**config.mk**
```make
export PLATFORM = sky130hd
export DESIGN_NAME = tlb_op_ctrl
export DESIGN_NICKNAME = d
export VERILOG_FILES = /design/src/rtl/tlb_pkg.sv /design/src/rtl/tlb_random_gen.sv /design/src/rtl/tlb_op_ctrl.sv
export SDC_FILE = /design/constraint.sdc
export NUM_CORES = 1
export LEC_CHECK = 0
export ABC_AREA = 1
export BUFFER_PORTS_ARGS = -buffer_cell sky130_fd_sc_hd__buf_2
export CORE_ASPECT_RATIO = 0.7
export CORE_MARGIN = 3
export CORE_UTILIZATION = 35
export CTS_CLUSTER_SIZE = 10
export DETAILED_ROUTE_END_ITERATION = 10
export PLACE_DENSITY = 0.64
export SYNTH_ARGS = -nofsm -noshare
export SYNTH_HDL_FRONTEND = slang
export SYNTH_SLANG_ARGS = --single-unit
```
**constraint.sdc**
```tcl
create_clock -name clk -period 1.55 [get_ports clk]
set_clock_uncertainty 0.1 [all_clocks]
set_input_delay 0.155 -clock clk [delete_from_list [all_inputs] [get_ports clk]]
set_output_delay 0.155 -clock clk [all_outputs]
set_load 0.02 [all_outputs]
```
**src/rtl/tlb_pkg.sv**
```systemverilog
// tlb_pkg: shared types and constants for the TLB maintenance sequencer.
//   tlb_op_t       - MEM-stage TLB instruction encoding (TLBP/TLBR/TLBWI/TLBWR)
//   tlb_op_state_t - sequencer FSM states
//   INDEX_W        - TLB index width, CONF_W - packed entry width
//   INDEX_P_BIT    - position of the probe-failure bit in CP0 Index
package tlb_pkg;

  localparam int TLB_ENTRIES = 16;
  localparam int INDEX_W     = $clog2(TLB_ENTRIES);
  localparam int CONF_W      = 86;
  localparam int INDEX_P_BIT = 31;

  localparam logic [INDEX_W-1:0] RANDOM_MAX = INDEX_W'(TLB_ENTRIES - 1);

  typedef enum logic [1:0] {
    OP_TLBP  = 2'b00,
    OP_TLBR  = 2'b01,
    OP_TLBWI = 2'b10,
    OP_TLBWR = 2'b11
  } tlb_op_t;

  typedef enum logic [2:0] {
    ST_IDLE,
    ST_PROBE_WAIT,
    ST_READ_WAIT,
    ST_WRITE,
    ST_DRAIN
  } tlb_op_state_t;

endpackage

```
**src/rtl/tlb_random_gen.sv**
```systemverilog
// tlb_random_gen: CP0 Wired register plus the Random down-counter.
//   clk, rst           - clock, synchronous active-high reset
//   wired_we_i/wdata_i - Wired write; also reloads Random to the top entry
//   hold_i             - freeze Random this cycle (TLBWR write cycle)
//   random_o           - current Random value
// Random counts down and wraps to the top entry once it reaches Wired, so the
// entries below Wired are never chosen. A Random below Wired (possible right
// after Wired grows) also reloads to the top.
module tlb_random_gen
  import tlb_pkg::*;
(
  input  logic               clk,
  input  logic               rst,
  input  logic               wired_we_i,
  input  logic [INDEX_W-1:0] wired_wdata_i,
  input  logic               hold_i,
  output logic [INDEX_W-1:0] random_o
);

  logic [INDEX_W-1:0] random_q, random_d;
  logic [INDEX_W-1:0] wired_q, wired_d;

  always_comb begin
    wired_d  = wired_q;
    random_d = random_q;
    if (wired_we_i) begin
      wired_d  = wired_wdata_i;
      random_d = RANDOM_MAX;
    end else if (hold_i) begin
      random_d = random_q;
    end else if (random_q <= wired_q) begin
      random_d = RANDOM_MAX;
    end else begin
      random_d = random_q - INDEX_W'(1);
    end
  end

  always_ff @(posedge clk) begin
    if (rst) begin
      random_q <= RANDOM_MAX;
      wired_q  <= '0;
    end else begin
      random_q <= random_d;
      wired_q  <= wired_d;
    end
  end

  assign random_o = random_q;

endmodule

```
**src/rtl/tlb_op_ctrl.sv**
```systemverilog
// tlb_op_ctrl: sequences TLBP/TLBR/TLBWI/TLBWR from MEM against the shared TLB.
//   op_valid/op_type/op_ready/op_done/stall/flush - pipeline handshake
//   cp0_index_in, wired_we, wired_wdata           - CP0 inputs
//   random, tlb_index, tlbwi, tlbwr               - TLB side (write strobes)
//   probe_miss, probe_index, entry_in             - TLB probe/read results
//   index_we/index_wdata, conf_we/conf_wdata      - CP0 writeback
// Every op: accept (cycle 0) -> work state (cycle 1) -> DRAIN commit (cycle 2).
// Flush aborts in the work state; DRAIN always commits.
// Optional macro TLB_OP_PERF_CNT_EN adds perf_probe_miss_cnt / perf_tlbw_cnt.
module tlb_op_ctrl
  import tlb_pkg::*;
(
  input  logic               clk,
  input  logic               rst,
  input  logic               op_valid,
  input  logic [1:0]         op_type,
  output logic               op_ready,
  output logic               op_done,
  output logic               stall,
  input  logic               flush,
  input  logic [INDEX_W-1:0] cp0_index_in,
  input  logic               wired_we,
  input  logic [INDEX_W-1:0] wired_wdata,
  output logic [INDEX_W-1:0] random,
  output logic [INDEX_W-1:0] tlb_index,
  output logic               tlbwi,
  output logic               tlbwr,
  input  logic               probe_miss,
  input  logic [INDEX_W-1:0] probe_index,
  input  logic [CONF_W-1:0]  entry_in,
  output logic               index_we,
  output logic [31:0]        index_wdata,
  output logic               conf_we,
  output logic [CONF_W-1:0]  conf_wdata
`ifdef TLB_OP_PERF_CNT_EN
  ,
  output logic [31:0]        perf_probe_miss_cnt,
  output logic [31:0]        perf_tlbw_cnt
`endif
);

  tlb_op_state_t      state_q, state_d;
  tlb_op_t            op_q, op_d;
  logic [INDEX_W-1:0] idx_q, idx_d;
  logic               pmiss_q, pmiss_d;
  logic [INDEX_W-1:0] pidx_q, pidx_d;
  logic [CONF_W-1:0]  entry_q, entry_d;
  logic [INDEX_W-1:0] rnd;
  logic               rnd_hold;
  logic               accept;

  assign op_ready = (state_q == ST_IDLE);
  assign accept   = op_valid && op_ready && !flush;
  assign stall    = op_valid && (state_q != ST_IDLE || accept) && !op_done;

  tlb_random_gen u_random (
    .clk          (clk),
    .rst          (rst),
    .wired_we_i   (wired_we),
    .wired_wdata_i(wired_wdata),
    .hold_i       (rnd_hold),
    .random_o     (rnd)
  );

  always_comb begin
    state_d  = state_q;
    op_d     = op_q;
    idx_d    = idx_q;
    pmiss_d  = pmiss_q;
    pidx_d   = pidx_q;
    entry_d  = entry_q;
    op_done  = 1'b0;
    tlbwi    = 1'b0;
    tlbwr    = 1'b0;
    index_we = 1'b0;
    conf_we  = 1'b0;
    rnd_hold = 1'b0;
    unique case (state_q)
      ST_IDLE: begin
        if (accept) begin
          op_d  = tlb_op_t'(op_type);
          // Random is sampled before any same-cycle Wired reload lands.
          idx_d = (op_type == OP_TLBWR) ? rnd : cp0_index_in;
          unique case (tlb_op_t'(op_type))
            OP_TLBP: state_d = ST_PROBE_WAIT;
            OP_TLBR: state_d = ST_READ_WAIT;
            default: state_d = ST_WRITE;
          endcase
        end
      end
      ST_PROBE_WAIT: begin
        if (flush) state_d = ST_IDLE;
        else begin
          pmiss_d = probe_miss;
          pidx_d  = probe_index;
          state_d = ST_DRAIN;
        end
      end
      ST_READ_WAIT: begin
        if (flush) state_d = ST_IDLE;
        else begin
          entry_d = entry_in;
          state_d = ST_DRAIN;
        end
      end
      ST_WRITE: begin
        rnd_hold = (op_q == OP_TLBWR);
        if (flush) state_d = ST_IDLE;
        else begin
          tlbwi   = (op_q == OP_TLBWI);
          tlbwr   = (op_q == OP_TLBWR);
          state_d = ST_DRAIN;
        end
      end
      ST_DRAIN: begin
        op_done  = 1'b1;
        index_we = (op_q == OP_TLBP);
        conf_we  = (op_q == OP_TLBR);
        state_d  = ST_IDLE;
      end
      default: state_d = ST_IDLE;
    endcase
    // A reset cycle drops whatever would have committed.
    if (rst) begin
      op_done  = 1'b0;
      tlbwi    = 1'b0;
      tlbwr    = 1'b0;
      index_we = 1'b0;
      conf_we  = 1'b0;
    end
  end

  always_ff @(posedge clk) begin
    if (rst) begin
      state_q <= ST_IDLE;
      op_q    <= OP_TLBP;
      idx_q   <= '0;
      pmiss_q <= 1'b0;
      pidx_q  <= '0;
      entry_q <= '0;
    end else begin
      state_q <= state_d;
      op_q    <= op_d;
      idx_q   <= idx_d;
      pmiss_q <= pmiss_d;
      pidx_q  <= pidx_d;
      entry_q <= entry_d;
    end
  end

  assign tlb_index   = idx_q;
  // TLBWR presents its latched slot on Random while the write is in flight.
  assign random      = (state_q == ST_WRITE && op_q == OP_TLBWR) ? idx_q : rnd;
  assign index_wdata = {pmiss_q, {(INDEX_P_BIT - INDEX_W){1'b0}},
                        pmiss_q ? {INDEX_W{1'b0}} : pidx_q};
  assign conf_wdata  = entry_q;

`ifdef TLB_OP_PERF_CNT_EN
  logic [31:0] pm_cnt_q, tw_cnt_q;

  always_ff @(posedge clk) begin
    if (rst) begin
      pm_cnt_q <= '0;
      tw_cnt_q <= '0;
    end else begin
      if (op_done && op_q == OP_TLBP && pmiss_q) pm_cnt_q <= pm_cnt_q + 32'd1;
      if (op_done && (op_q == OP_TLBWI || op_q == OP_TLBWR))
        tw_cnt_q <= tw_cnt_q + 32'd1;
    end
  end

  assign perf_probe_miss_cnt = pm_cnt_q;
  assign perf_tlbw_cnt       = tw_cnt_q;
`endif

endmodule
```
# Word-level counts from Yosys, hierarchy flattened
# Index checks and enable logic that the tools add are counted.
# W data, S select, Z words.
dict set report word_totals {
  out_inout_bits 133
  ff_bits 108
}
dict set report op_classes {
  addsub 1
  muxes 21
  magnitude_cmp 1
  eq_ne 10
  n_bitwise 1
  reduce_logical 17
}
# op n
set ops {}
lappend ops {{$mux W4} 4}
lappend ops {{$mux W1} 13}
lappend ops {{$eq A2 B2 Y1 const B} 3}
lappend ops {{$eq A3 B2 Y1 const B} 2}
lappend ops {{$mux W3} 2}
lappend ops {{$pmux W3 S2} 1}
lappend ops {{$reduce_and A2 Y1} 3}
lappend ops {{$logic_and A1 B1 Y1} 5}
lappend ops {{$eq A2 B1 Y1 const B} 2}
lappend ops {{$le A4 B4 Y1} 1}
lappend ops {{$logic_not A2 Y1} 2}
lappend ops {{$pmux W2 S2} 1}
lappend ops {{$sub A4 B1 Y4 const B} 1}
lappend ops {{$eq A3 B1 Y1 const B} 1}
lappend ops {{$eq A3 B3 Y1 const B} 1}
lappend ops {{$logic_not A3 Y1} 1}
lappend ops {{$reduce_bool A3 Y1} 1}
lappend ops {{$reduce_or A3 Y1} 1}
lappend ops {{$logic_not A1 Y1} 2}
lappend ops {{$ne A2 B1 Y1 const B} 1}
lappend ops {{$reduce_or A2 Y1} 1}
lappend ops {{$logic_or A1 B1 Y1} 1}
lappend ops {{$not A1 Y1} 1}

# Depth between registers and ports, before layout
# Gate-level depths: netlist of run 1.
dict set report logic_depth {
  ltp_word 6
  mapped_depth 10
  mapped_depth_nobuf 10
}

# Cells and area by module
# From an unflattened synthesis of run 1, not the netlist that was laid out.
dict set report unflattened {
  hier_cells 595
  area_unflattened_um2 4479.3
}
# module seq_area_each_um2 instances cells_per_inst area_per_inst_um2
set by_module_without_submodules {}
lappend by_module_without_submodules {tlb_op_ctrl 2001.9 1 534 4051.4}
lappend by_module_without_submodules {tlb_random_gen 160.2 1 61 427.9}

# Worst setup path before layout of run 1
# OpenSTA, ideal clock, no wires.
dict set report synth_timing {
  path_type {input-to-output}
  start {input rst}
  end {output stall}
  t_arrival_ps 1302
  cell_stages 6
  slack_ps -7
  cell_sequence {buf_2 > inv_2 > buf_4 > nand3_1 > inv_1 > a211oi_1}
}
dict set report synth_via {
  elab_chain_cells 3
}
# element line_no
set synth_lines {}
lappend synth_lines {{start: declaration} tlb_op_ctrl.sv:14} ;# input logic rst,
lappend synth_lines {{$mux W1} tlb_op_ctrl.sv:124} ;# if (rst) begin
lappend synth_lines {{net op_done} tlb_op_ctrl.sv:18} ;# output logic op_done,
lappend synth_lines {{$logic_not A1 Y1} tlb_op_ctrl.sv:54} ;# assign stall = op_valid && (state_q != ST_IDLE || accept) && !op_done;
lappend synth_lines {{$logic_and A1 B1 Y1} tlb_op_ctrl.sv:54}
lappend synth_lines {{end: declaration} tlb_op_ctrl.sv:19} ;# output logic stall,
# The timed path passes the listed nets, and every way through them passes these cells.

# Final worst setup path of run 1
dict set report layout_timing {
  start {register state_q[0]}
  end {output random[1]}
}
dict set report layout_via {
  elab_chain_cells 3
}
# element line_no
set layout_lines {}
lappend layout_lines {{start: declaration} tlb_op_ctrl.sv:42} ;# tlb_op_state_t state_q, state_d;
lappend layout_lines {{start signal: assignment} tlb_op_ctrl.sv:142} ;# state_q <= state_d;
lappend layout_lines {{$eq A3 B2 Y1} tlb_op_ctrl.sv:153} ;# assign random = (state_q == ST_WRITE && op_q == OP_TLBWR) ? idx_q : rnd;
lappend layout_lines {{$logic_and A1 B1 Y1} tlb_op_ctrl.sv:153}
lappend layout_lines {{$mux W4} tlb_op_ctrl.sv:153}
lappend layout_lines {{end: declaration} tlb_op_ctrl.sv:24} ;# output logic [INDEX_W-1:0] random,
# No other way between the ends.

==> impl_metrics.yaml, run 1 <==
critical_path:
  cp-start-kind: "flop"
  crit_top_cell: "nand2_4"
  max_stage_delay_ns: 0.38
  crit_chain: "nand2_4 -> nor2_4 -> nand2_4 -> nor2_2 -> a21oi_1 -> buf_4"
  slowest_stage: "dfxtp_4"
  critPathBufInv: 1
  reg2reg_depth: 7
  crit_family: "simple AND/OR/NAND/NOR gates"
  worstSetupPathType: "reg -> out"
  crit_arrival_ns: 1.38
  endpoint_kind: "output pin"
  required_ns: 1.29
  crit_fanout: 5
  cp.depth: 6
routing:
  via_per_inst: 4.51
  drc: 0
  first_iter_violations: 158
  wl_per_cell_um: 13.3
  via_count: 4585
  drtAntennaViolNets: 0
  drt_pass1_iterations: 4
  routed_wl_um: 13500
yosys:
  synth-seq-cells: 108
  synth_area_leader_cell: "dfxtp_1"
  synth_area_mm2: 0.00446
  synth_warnings: 0
  synth_cell_types: 26
  synthTopCellsByArea: "dfxtp_1 (48%), a21oi_1 (12%), o21ai_0 (10%)"
  seq_area_frac_synth_pct: 48.5
  synth_top_area_share_pct: 48.5
  avgSynthCellArea_um2: 7.88
  synthCells: 566
cts:
  tritoncts: "done"
  cts_made_buffers: 9
  insertion_delay_ns: 0.34
  root_buffer: "clkbuf_16"
  cts.clk_slew.worst_paths_ns: 0.07
  cts_max_level: 3
  cts_max_path_buffers: 2
  numClockSinks: 108
layout:
  fin_cells: 1016
  drive_above_1_share_pct: 33.2
  seq_area_mm2: 0.00218
  n_fill_cell: 1046
  diodes: 0
  area.growth.synth_to_final_pct: 55.3
  multi_input_area_mm2: 0.00165
  fin_nets: 965
  finalCoreUtilization_pct: 57.4
min_path:
  whs_path_depth: 3
  hp-class: "in -> reg"
timing:
  setup-tns-final_ns: -0.459
  finalSetupViolations: 8
  setup_ws_ns: -0.0876
  period_share_pct: 106
  fmax_mhz: 611
  drv_slew: 0
  worst_hold_slack_ns: -0.00511
  rsz0062_at_grt: "yes"
  final.min_clock_period_ns: 1.64
  hold_viol_final: 3
floorplanning:
  die-width_um: 141
  initial_core_util_pct: 37.0
  fp.coreArea_mm2: 0.0121
  ios: 239
  die_h_um: 100
  rows: 33
  dieArea_mm2: 0.0142
status:
  status: "finished, violations left"
  violations: "negative hold slack, negative setup slack"
global_route:
  antenna_found_initial: 0
  grt-ovfl-total: 0
  grt_pass1_wl_um: 20200
  grt_max_degree: 89
  grt_pass1_vias: 4106
  grt_usage_pct: 17.4
placed_design:
  io_buffers: 211
  placed_cells: 913
  gp_congestion: 0.763
  dp_hpwl_um: 8330
power:
  p_leak_nw: 3.30
  vdd_drop_max_mv: 0.561
  power_density_mw_per_mm2: 914
job:
  drv_cap: 0
-- timing repair --
action | in CTS | in global routing
endpoints found under the setup margin | 10 | 39
resized for setup | 30 | 47
buffers inserted | 3 | 6
endpoints found under the hold margin | 74 | 0
hold buffers | 74 | 0
cloned | 1 | 4
pin swaps | 4 | 7
-- where the power goes --
part | internal [W] | switching, W | total, W
registers | 0.00288 | 0.0000602 | 0.00294
logic | 0.000438 | 0.000533 | 0.000970
clock network | 0.00133 | 0.00109 | 0.00242
-- Yosys cell counts (all sizes together) --
cell and instances:
nand3b 1, nand4 1, nor2 16, nor3 5, o21a 1, buf 47
inv 111, nor4 1, a211oi 1, ha 5, nand2 43, conb 1
o21ai 99, a21oi 105, clkbuf 11, nand3 10, dfxtp 108
-- path summary, 6_finish.rpt --
kind	from	to	slack, ns
setup / recovery	state_q[0]$_SDFFE_PP0P_	random[1]	-0.09
hold / removal	entry_in[69]	conf_wdata[69]$_SDFFE_PP0P_	-0.005
setup reg to reg	state_q[0]$_SDFFE_PP0P_	conf_wdata[32]$_SDFFE_PP0P_	0.04
hold reg to reg	conf_wdata[68]$_SDFFE_PP0P_	conf_wdata[68]$_SDFFE_PP0P_	0.34
-- routing by layer --
metal / vias up / global-route usage (%) / share of wire [%]
met3: 20 / 5.76 / 9.5
met5: - / 0 / 0
met4: 0 / 5.21 / 1.5
met2: 197 / 27.3 / 45
met1: 2033 / 23.0 / 44
li1: 2335 / - / -
-- worst register-to-register path: cells and delay by family, from the launching register on --
kind	cells	cell delay [ns]
AOI/OAI and AO/OA	2	0.26
buffers and inverters	4	0.55
DFF	1	0.37
and+or+nand+nor	1	0.14
-- sequential cells by signal, summed over array words and instances (netlist names) --
| signal | cells |
|---|---|
| state_q | 3 |
| pidx_q | 4 |
| u_random.wired_q | 4 |
| op_q | 2 |
| u_random.random_o | 4 |
| pmiss_q | 1 |
| tlb_index | 4 |
| conf_wdata | 86 |
-- cell families (layout without fill, tap and decap cells) --
group / count (synthesis) / in the layout / synth area share [%]
AOI/OAI and AO/OA: 206 / 206 / 23.3
adders and majority gates: 5 / 5 / 1.40
and+or+nand+nor: 77 / 78 / 7.97
buffers and inverters: 169 / 435 / 18.7
DFF: 108 / 108 / 48.5
other: 1 / 27 / 0.0841
-- cells in the final DEF, fill, tap and decap left out, types with 3 or more instances in the layout --
cell / Yosys / layout
dlygate4sd3_1: 0 / 74
buf_6: 10 / 5
ha_1: 5 / 5
inv_6: 0 / 3
nand2_4: 0 / 3
o21ai_0: 93 / 65
dfxtp_4: 0 / 3
nor2_1: 14 / 10
a21oi_1: 105 / 102
buf_12: 0 / 5
nand2_2: 3 / 3
inv_1: 109 / 105
conb_1: 1 / 27
nand3_1: 10 / 9
clkbuf_16: 0 / 13
o21ai_2: 1 / 3
o21ai_1: 5 / 31
inv_2: 2 / 6
nor2_4: 0 / 4
nand2_1: 40 / 38
a21oi_2: 0 / 3
dfxtp_1: 108 / 103
buf_4: 29 / 18
buf_2: 8 / 201
-- final cells by class --
type                    count  area share, %
well taps                 157           2.84
clock buffers              10           3.45
inverters                 111           6.02
repair buffers            308           31.3
clock inverters             6           1.10
multi-input cells         316           23.9
flip-flops and latches    108           31.4
-- through the flow --
step / setup WS [ns] / area, um2 / power (W)
floorplan: 0.0653 / 4560 / 0.00351
global placement: 0.124 / 5540 / 0.00376
detailed placement: 0.0858 / 5540 / 0.00376
CTS: -0.104 / 6710 / 0.00634
global route: -0.167 / 6920 / 0.00660
finish: -0.0876 / 6920 / 0.00633
No activity file was read; power rests on OpenSTA's default activity.
==> run 2: changes to the inputs <==
Settings changed: RECOVER_POWER from default to 25.
==> impl_metrics.yaml, run 2 (synthesis results as in run 1) <==
routing:
  via_count: 4558
  wl_per_cell_um: 13.4
  first_iter_violations: 159
  drtAntennaViolNets: 0
  routed_wl_um: 13600
  via_per_inst: 4.49
  drc: 0
  drt_pass1_iterations: 4
layout:
  largest_reg_flops: 86
  drive_above_1_share_pct: 28.8
  fin_cells: 1016
  diodes: 0
  mostFrequentLayoutCells: "buf_2 (163), inv_1 (105), dfxtp_1 (103)"
  fin_nets: 965
  final_common_cell: "buf_2"
  finalCoreUtilization_pct: 57.0
  area.growth.synth_to_final_pct: 54.2
global_route:
  globalRouteMet1Util_pct: 23.0
  grt_usage_pct: 17.4
  grt-ovfl-total: 0
  busiest_layer: "met2"
  antenna_found_initial: 0
  grt_pass1_wl_um: 20200
  grt_util_met2_pct: 27.3
  grt_pass1_vias: 4106
  grt_max_degree: 89
  use_met3_pct: 5.76
min_path:
  whs_path_depth: 3
  hp-class: "in -> reg"
cts:
  cts_max_level: 3
  tritoncts: "done"
  insertion_delay_ns: 0.34
  root_buffer: "clkbuf_16"
  cts.clk_slew.worst_paths_ns: 0.08
  cts_max_path_buffers: 2
  cts_made_buffers: 9
  numClockSinks: 108
critical_path:
  cp-start-kind: "flop"
  crit_arrival_ns: 1.39
  reg2reg_depth: 7
  crit_fanout: 5
  worstSetupPathType: "reg -> out"
  required_ns: 1.29
  endpoint_kind: "output pin"
floorplanning:
  die-width_um: 141
  dieArea_mm2: 0.0142
  rows: 33
  initial_core_util_pct: 37.0
  die_h_um: 100
  ios: 239
  fp.coreArea_mm2: 0.0121
power:
  power_frac_comb_pct: 15.2
  p_int_w: 0.00464
  p_clk_share_pct: 38.3
  vdd_drop_max_mv: 0.563
  power.switching_w: 0.00169
  p_leak_nw: 3.13
  power_density_mw_per_mm2: 919
  pwr-share-seq_pct: 46.5
  switching_share_pct: 26.7
timing:
  drv_slew: 0
  hold_viol_final: 3
  finalSetupViolations: 8
  final.min_clock_period_ns: 1.64
  setup_ws_ns: -0.0933
  fmax_mhz: 609
  period_share_pct: 106
  rsz0062_at_grt: "yes"
  worst_hold_slack_ns: -0.00550
job:
  drv_cap: 0
placed_design:
  placed_cells: 913
  gp_congestion: 0.763
  dp_hpwl_um: 8330
  io_buffers: 211
status:
  violations: "negative hold slack, negative setup slack"
  status: "finished, violations left"
==> run 2: repair_timing <==
action | CTS | global route
hold buffers | 74 | 0
hold endpoints to repair | 74 | 0
cloned | 1 | 4
pin swaps | 4 | 7
resized for setup | 30 | 47
setup buffers | 3 | 6
endpoints found under the setup margin | 10 | 39
==> run 2: layout make-up <==
cell class                 instances  area (um2)
inverter                         111         417
sequential                       108        2180
fill                            1077        5180
clock inverter                     6        76.3
clock buffer                      10         239
tap                              157         196
multi-input combinational        316        1650
timing repair buffer             308        2120
==> run 2: path summary, 6_finish.rpt <==
| check | slack (ns) | endpoint | startpoint |
|---|---|---|---|
| min | -0.006 | conf_wdata[9]$_SDFFE_PP0P_ | entry_in[9] |
| max reg2reg | 0.04 | conf_wdata[32]$_SDFFE_PP0P_ | state_q[0]$_SDFFE_PP0P_ |
| max | -0.09 | random[1] | state_q[0]$_SDFFE_PP0P_ |
| min reg2reg | 0.34 | conf_wdata[68]$_SDFFE_PP0P_ | conf_wdata[68]$_SDFFE_PP0P_ |
==> run 2: critical path, stage by stage (launching register included) <==
cell and delay (ns):
dfxtp_4 0.39, nand2_4 0.05, nor2_4 0.16, nand2_4 0.12, nor2_2 0.12, a21oi_1 0.04, buf_4 0.16
==> run 2: power groups by stage <==
stage          Combinational [W]  Sequential [W]  Clock [W]
2_1_floorplan           0.000406         0.00311          0
3_3_place_gp            0.000757         0.00300          0
3_5_place_dp            0.000756         0.00300          0
4_1_cts                 0.000916         0.00293    0.00249
5_1_grt                  0.00106         0.00295    0.00258
6_report                0.000963         0.00294    0.00242
==> run 2: metal layers <==
layer / vias up / part of all wire (%) / wire, um
met4: 0 / 1.4 / 195
met5: - / 0 / 0
met1: 2011 / 45 / 6180
met3: 18 / 8.8 / 1200
met2: 197 / 44 / 6030
li1: 2332 / - / -
==> run 2: through the flow <==
| step | setup TNS, ns | total power [W] | cell area [um2] | worst slack, ns | hold WS, ns |
|---|---|---|---|---|---|
| 2_1_floorplan | 0 | 0.00351 | 4560 | 0.0653 | 0.190 |
| 5_1_grt | -1.68 | 0.00659 | 6880 | -0.167 | 0.00929 |
| 6_report | -0.462 | 0.00632 | 6880 | -0.0933 | -0.00550 |
| 3_3_place_gp | 0 | 0.00376 | 5540 | 0.124 | 0.307 |
| 4_1_cts | -0.617 | 0.00634 | 6710 | -0.104 | 0.000644 |
| 3_5_place_dp | 0 | 0.00376 | 5540 | 0.0858 | 0.310 |
